### src/rtl/aes_round_ctrl.sv
// AES-128 round sequencer: drives key-schedule writes into the round-key memory
// and steps the round datapath through one block encryption per start request.
module aes_round_ctrl #(
    parameter int unsigned NR     = 10,
    parameter int unsigned ADDR_W = 4
) (
    input  logic              clk,
    input  logic              rst_n,
    input  logic              new_key,
    input  logic              start,
    output logic              key_valid,
    output logic              busy,
    output logic              done,
    output logic              req_err,
    output logic              we,
    output logic [ADDR_W-1:0] waddr,
    output logic [ADDR_W-1:0] raddr,
    output logic              kx_load,
    output logic              kx_step,
    output logic [ADDR_W-1:0] round,
    output logic              load_in,
    output logic              round_en,
    output logic              final_en,
    output logic              load_out
);

    localparam logic [ADDR_W-1:0] NR_A    = ADDR_W'(NR);
    localparam logic [ADDR_W-1:0] NR_M1_A = ADDR_W'(NR - 1);

    typedef enum logic [2:0] {
        S_IDLE, S_KEXP, S_INIT, S_ROUND, S_FINAL, S_DONE
    } state_t;

    state_t            state_q, state_d;
    logic [ADDR_W-1:0] cnt_q, cnt_d;
    logic              key_valid_q, key_valid_d;
    logic              busy_q, busy_d, done_q, done_d, req_err_q, req_err_d;
    logic              we_q, we_d, kx_load_q, kx_load_d, kx_step_q, kx_step_d;
    logic              load_in_q, load_in_d, round_en_q, round_en_d;
    logic              final_en_q, final_en_d, load_out_q, load_out_d;
    logic [ADDR_W-1:0] waddr_q, waddr_d, raddr_q, raddr_d, round_q, round_d;

    always_ff @(posedge clk) begin
        if (!rst_n) begin
            state_q     <= S_IDLE;
            cnt_q       <= '0;
            key_valid_q <= 1'b0;
            busy_q      <= 1'b0;
            done_q      <= 1'b0;
            req_err_q   <= 1'b0;
            we_q        <= 1'b0;
            waddr_q     <= '0;
            raddr_q     <= '0;
            kx_load_q   <= 1'b0;
            kx_step_q   <= 1'b0;
            round_q     <= '0;
            load_in_q   <= 1'b0;
            round_en_q  <= 1'b0;
            final_en_q  <= 1'b0;
            load_out_q  <= 1'b0;
        end else begin
            state_q     <= state_d;
            cnt_q       <= cnt_d;
            key_valid_q <= key_valid_d;
            busy_q      <= busy_d;
            done_q      <= done_d;
            req_err_q   <= req_err_d;
            we_q        <= we_d;
            waddr_q     <= waddr_d;
            raddr_q     <= raddr_d;
            kx_load_q   <= kx_load_d;
            kx_step_q   <= kx_step_d;
            round_q     <= round_d;
            load_in_q   <= load_in_d;
            round_en_q  <= round_en_d;
            final_en_q  <= final_en_d;
            load_out_q  <= load_out_d;
        end
    end

    // Next state, then outputs decoded from the next state so they register with it.
    always_comb begin
        state_d     = state_q;
        cnt_d       = cnt_q;
        key_valid_d = key_valid_q;
        req_err_d   = 1'b0;
        busy_d      = 1'b0;
        done_d      = 1'b0;
        we_d        = 1'b0;
        waddr_d     = '0;
        raddr_d     = '0;
        kx_load_d   = 1'b0;
        kx_step_d   = 1'b0;
        round_d     = '0;
        load_in_d   = 1'b0;
        round_en_d  = 1'b0;
        final_en_d  = 1'b0;
        load_out_d  = 1'b0;

        case (state_q)
            S_IDLE: begin
                if (new_key) begin
                    state_d     = S_KEXP;
                    cnt_d       = '0;
                    key_valid_d = 1'b0;
                    req_err_d   = start;
                end else if (start) begin
                    if (key_valid_q) state_d = S_INIT;
                    else             req_err_d = 1'b1;
                end
            end
            S_KEXP: begin
                req_err_d = new_key | start;
                if (cnt_q == NR_A) begin
                    state_d     = S_IDLE;
                    cnt_d       = '0;
                    key_valid_d = 1'b1;
                end else begin
                    cnt_d = cnt_q + ADDR_W'(1);
                end
            end
            S_INIT: begin
                req_err_d = new_key | start;
                if (NR > 1) begin
                    state_d = S_ROUND;
                    cnt_d   = ADDR_W'(1);
                end else begin
                    state_d = S_FINAL;
                    cnt_d   = NR_A;
                end
            end
            S_ROUND: begin
                req_err_d = new_key | start;
                if (cnt_q == NR_M1_A) state_d = S_FINAL;
                cnt_d = cnt_q + ADDR_W'(1);
            end
            S_FINAL: begin
                req_err_d = new_key | start;
                state_d   = S_DONE;
                cnt_d     = '0;
            end
            S_DONE: begin
                req_err_d = new_key | start;
                state_d   = S_IDLE;
            end
            default: begin
                state_d = S_IDLE;
                cnt_d   = '0;
            end
        endcase

        busy_d = (state_d != S_IDLE);
        case (state_d)
            S_KEXP: begin
                we_d      = 1'b1;
                waddr_d   = cnt_d;
                round_d   = cnt_d;
                kx_load_d = (cnt_d == '0);
                kx_step_d = (cnt_d != '0);
            end
            S_INIT: begin
                load_in_d = 1'b1;
                raddr_d   = ADDR_W'(1);
            end
            S_ROUND: begin
                round_en_d = 1'b1;
                round_d    = cnt_d;
                raddr_d    = cnt_d + ADDR_W'(1);
            end
            S_FINAL: begin
                final_en_d = 1'b1;
                round_d    = NR_A;
            end
            S_DONE: begin
                done_d     = 1'b1;
                load_out_d = 1'b1;
            end
            default: ;
        endcase
    end

    assign key_valid = key_valid_q;
    assign busy      = busy_q;
    assign done      = done_q;
    assign req_err   = req_err_q;
    assign we        = we_q;
    assign waddr     = waddr_q;
    assign raddr     = raddr_q;
    assign kx_load   = kx_load_q;
    assign kx_step   = kx_step_q;
    assign round     = round_q;
    assign load_in   = load_in_q;
    assign round_en  = round_en_q;
    assign final_en  = final_en_q;
    assign load_out  = load_out_q;

endmodule

### config.mk
export PLATFORM = sky130hd
export DESIGN_NAME = aes_round_ctrl
export DESIGN_NICKNAME = d
export VERILOG_FILES = /design/src/rtl/aes_round_ctrl.sv
export SDC_FILE = /design/constraint.sdc
export NUM_CORES = 1
export LEC_CHECK = 0
export ABC_AREA = 1
export BUFFER_PORTS_ARGS = -buffer_cell sky130_fd_sc_hd__buf_2
export CORE_MARGIN = 10
export CORE_UTILIZATION = 48
export CTS_CLUSTER_DIAMETER = 100
export DETAILED_ROUTE_END_ITERATION = 10
export PLACE_DENSITY_LB_ADDON = 0.2
export REMOVE_ABC_BUFFERS = 1
export SYNTH_ARGS = -nofsm -noshare
export SYNTH_HDL_FRONTEND = slang
export SYNTH_SLANG_ARGS = --single-unit
### constraint.sdc
create_clock -name clk -period 2.9 [get_ports clk]
set_input_delay 0 -clock clk [delete_from_list [all_inputs] [get_ports clk]]
set_output_delay 0 -clock clk [all_outputs]
set_load 0.02 [all_outputs]
==> run_results.csv <==
group,metric,value,unit
layout,num_antenna_cells,0,
clocking,cts_root_buffer,"clkbuf_4",
pwr,power_frac_comb,0.114,
clocking,cts-buffers-inserted,5,
worst_setup_path,timing.reg2reg.worst_path_depth,8,
yosys,synthCells,145,
detailed_routing,wl_per_cell,11.6,µm
detailed_routing,antenna_left,0,
worst_setup_path,endpoint_kind,"flip-flop",
sta,finClkSkew,5.39,ps
die,coreArea,2280,µm²
pwr,switching_power,0.182,mW
worst_setup_path,crit_path_max_incr_delay,560,ps
clocking,tritoncts,"yes",
detailed_routing,drt_iter0_markers,29,
yosys,synth_warnings,0,
placement,finalWeightedCongestion,0.874,
worst_setup_path,path_class,"reg -> reg",
detailed_routing,wl,2420,µm
sta,finalSetupViolCount,0,
clocking,post-cts-setup-buffers,0,
global_routing,antenna_found_initial,0,
global_routing,grt_pass1_vias,1027,
pwr,power_frac_seq,0.579,
job,max-cap-violations,0,
min_path,hold_path_class,"in -> reg",
detailed_routing,drcViolationCount,0,
pwr,powerDensity,502,nW/µm²
die,io_pins,27,
yosys,synth_seq_area_share,0.492,
sta,rsz0062_at_grt,"no",
pwr,internal-power,0.532,mW
sta,fin_crit,2220,ps
global_routing,grtUsageTotal,0.110,
clocking,numClockSinks,29,
die,design.die.area,4840,µm²
yosys,syn-cell-area,1180,µm²
worst_setup_path,crit_chain,"nor2_1 > inv_1 > nor2_1 > inv_1 > a21oi_1 > dlygate4sd3_1 > nor3_1 > dlygate4sd3_1",
min_path,hp-start,"new_key",
clocking,cts_resized,0,
worst_setup_path,start_kind,"flip-flop",
pwr,clkPwrFrac,0.307,
layout,layout.nets,189,
min_path,min_path_cells,4,
worst_setup_path,regToRegEndpoint,"req_err$_SDFF_PN0_",
pwr,power_leakage,0.744,nW
detailed_routing,viasPerCell,4.72,
detailed_routing,vias,987,
min_path,holdPathEnd,"key_valid$_SDFFE_PN0P_",
placement,io_buffer_count,26,
worst_setup_path,path_buf_inv,4,
layout,stdcell_count,209,
die,initial_core_util,0.518,
yosys,yosys_register_bits,29,
detailed_routing,dr.pass1.iters,4,
placement,placed_cells,197,
sta,max_freq,450,MHz
sta,worstMarginPinSlew,408,ps
sta,slew_viol_final,0,
worst_setup_path,worst_ep_required_time,3110,ps
sta,final.period_utilization,0.767,
sta,final.setup.tns,0,ps
global_routing,grt_max_degree,12,
worst_setup_path,r2r-start,"state_q[1]$_SDFF_PN0_",
pwr,power,0.715,mW
outcome,status,"finished, final reports clean",
worst_setup_path,rrSetupSlack,680,ps
yosys,avgSynthCellArea,8.14,µm²
worst_setup_path,crit_arrival,2440,ps
placement,dp_hpwl,1900,µm
die,die_h,69.6,µm
layout,nFillCells,200,
worst_setup_path,cp_max_fo,4,
die,fp.dieW,69.6,µm
layout,final_util,0.625,
sta,setup_ws,676,ps
global_routing,grt-ovfl-total,0,
sta,timing_hold_violations_final,0,
layout,area_growth,20.6,%
yosys,synthDistinctLibCells,25,
clocking,clk-insertion-delay-late,320,ps
worst_setup_path,crit_family,"buffers and inverters",
die,placementRows,17,
placement,dpl_worst_slack,1120,ps
clocking,cts_buffer_depth,2,
layout,layout-drive-gt1-share,0.293,
pwr,peakVddDrop,0.000392,V
global_routing,grt_pass1_wl,4400,µm
clocking,clkTransAtPathRegs,80,ps
pwr,p_sw_frac,0.255,
sta,slew_headroom,0.728,
worst_setup_path,critPathSlowestCell,"dlygate4sd3_1",
clocking,htreeDepth,2,
-- tightest hold or removal path, cell delays in order --
cell     delay, ps
buf_2          100
nor2_2          50
o21ai_0        150
a21oi_1         60
-- layout by cell type (no fill, tap or decap) --
cell and instances:
xor2_1 1, dlygate4sd3_1 4, nand3_1 6, nand2_2 6
clkbuf_1 3, a21oi_1 5, nand4_1 3, nor2_2 3
inv_1 20, xnor2_1 1, dfxtp_1 29, nand3_2 2
o21ai_2 1, or2_2 1, or2_1 1, ha_1 5
inv_2 4, nor2_1 21, nor2_4 1, a31oi_2 1
buf_2 26, nand2_1 24, nor3_1 3, clkbuf_4 5
o21ai_0 2, nor3_2 2, a21oi_2 1
-- Yosys cell counts (all sizes together) --
cell	number	area share
inv	24	0.076
nand3	8	0.042
o21ai	3	0.016
xor2	1	0.0074
nand2	30	0.11
ha	5	0.053
clkbuf	1	0.0032
nor3	5	0.030
nor2	25	0.092
or2	2	0.011
a31oi	1	0.011
nand4	3	0.016
buf	1	0.0064
dfxtp	29	0.49
a21oi	6	0.029
xnor2	1	0.0074
-- kinds of logic (layout without fill, tap and decap cells) --
group,count (synthesis),count (layout),share of synthesized area
fa+ha+maj,5,5,0.0530
simple gates,73,73,0.299
buf+inv,26,62,0.0859
flops,29,29,0.492
xor+xnor,2,2,0.0148
compound gates,10,10,0.0551
-- layout make-up --
| type | count | area, µm² | area share |
|---|---|---|---|
| Sequential cell | 29 | 581 | 0.408 |
| Tap cell | 28 | 35.0 | 0.0246 |
| Inverter | 24 | 90.1 | 0.0633 |
| Clock buffer | 8 | 48.8 | 0.0343 |
| Multi-Input combinational cell | 90 | 498 | 0.350 |
| Timing Repair Buffer | 30 | 170 | 0.120 |
-- worst max-delay path by stage --
stage / slack [ps] / cells after the start / end / from
CTS: 690 / 8 / req_err$_SDFF_PN0_ / state_q[1]$_SDFF_PN0_
detailed placement: 1120 / 11 / raddr[1]$_SDFF_PN0_ / cnt_q[0]$_SDFF_PN0_
global placement: 1140 / 8 / raddr[2]$_SDFF_PN0_ / cnt_q[0]$_SDFF_PN0_
global route: 480 / 8 / req_err$_SDFF_PN0_ / state_q[0]$_SDFF_PN0_
finish: 680 / 8 / req_err$_SDFF_PN0_ / state_q[1]$_SDFF_PN0_
floorplan: 1270 / 8 / raddr[2]$_SDFF_PN0_ / cnt_q[0]$_SDFF_PN0_
-- flip-flops by register name (all words and copies together) (netlist names), 3 cells and up --
name,flops
cnt_q,4
raddr,4
round,4
waddr,4
state_q,3
-- per-stage QoR --
stage	hold slack, ps	instance area [µm²]
2_1_floorplan	116	1170
4_1_cts	67.3	1420
5_1_grt	95.2	1420
3_5_place_dp	303	1330
3_3_place_gp	289	1330
6_report	75.1	1420
-- routing by layer --
| metal | part of all wire | wire length [µm] | vias to the layer above | track usage |
|---|---|---|---|---|
| met2 | 0.46 | 1120 | 25 | 0.186 |
| met3 | 0.073 | 178 | 7 | 0.0528 |
| li1 | - | - | 514 | - |
| met4 | 0.023 | 55 | 0 | 0.0599 |
| met5 | 0 | 0 | - | 0 |
| met1 | 0.44 | 1070 | 441 | 0.108 |
-- power groups by stage --
stage               clock network, mW  registers (mW)  logic, mW
global route                    0.251           0.416     0.0943
floorplan                           0           0.433     0.0455
detailed placement                  0           0.423     0.0766
finish                          0.219           0.414     0.0814
CTS                             0.227           0.414     0.0816
global placement                    0           0.423     0.0759
-- timing repair --
item / in CTS / in global routing
endpoints found under the hold margin: 4 / 0
hold buffers: 4 / 0
setup endpoints to repair: 0 / 0
Power figures use the tool's default switching activity.
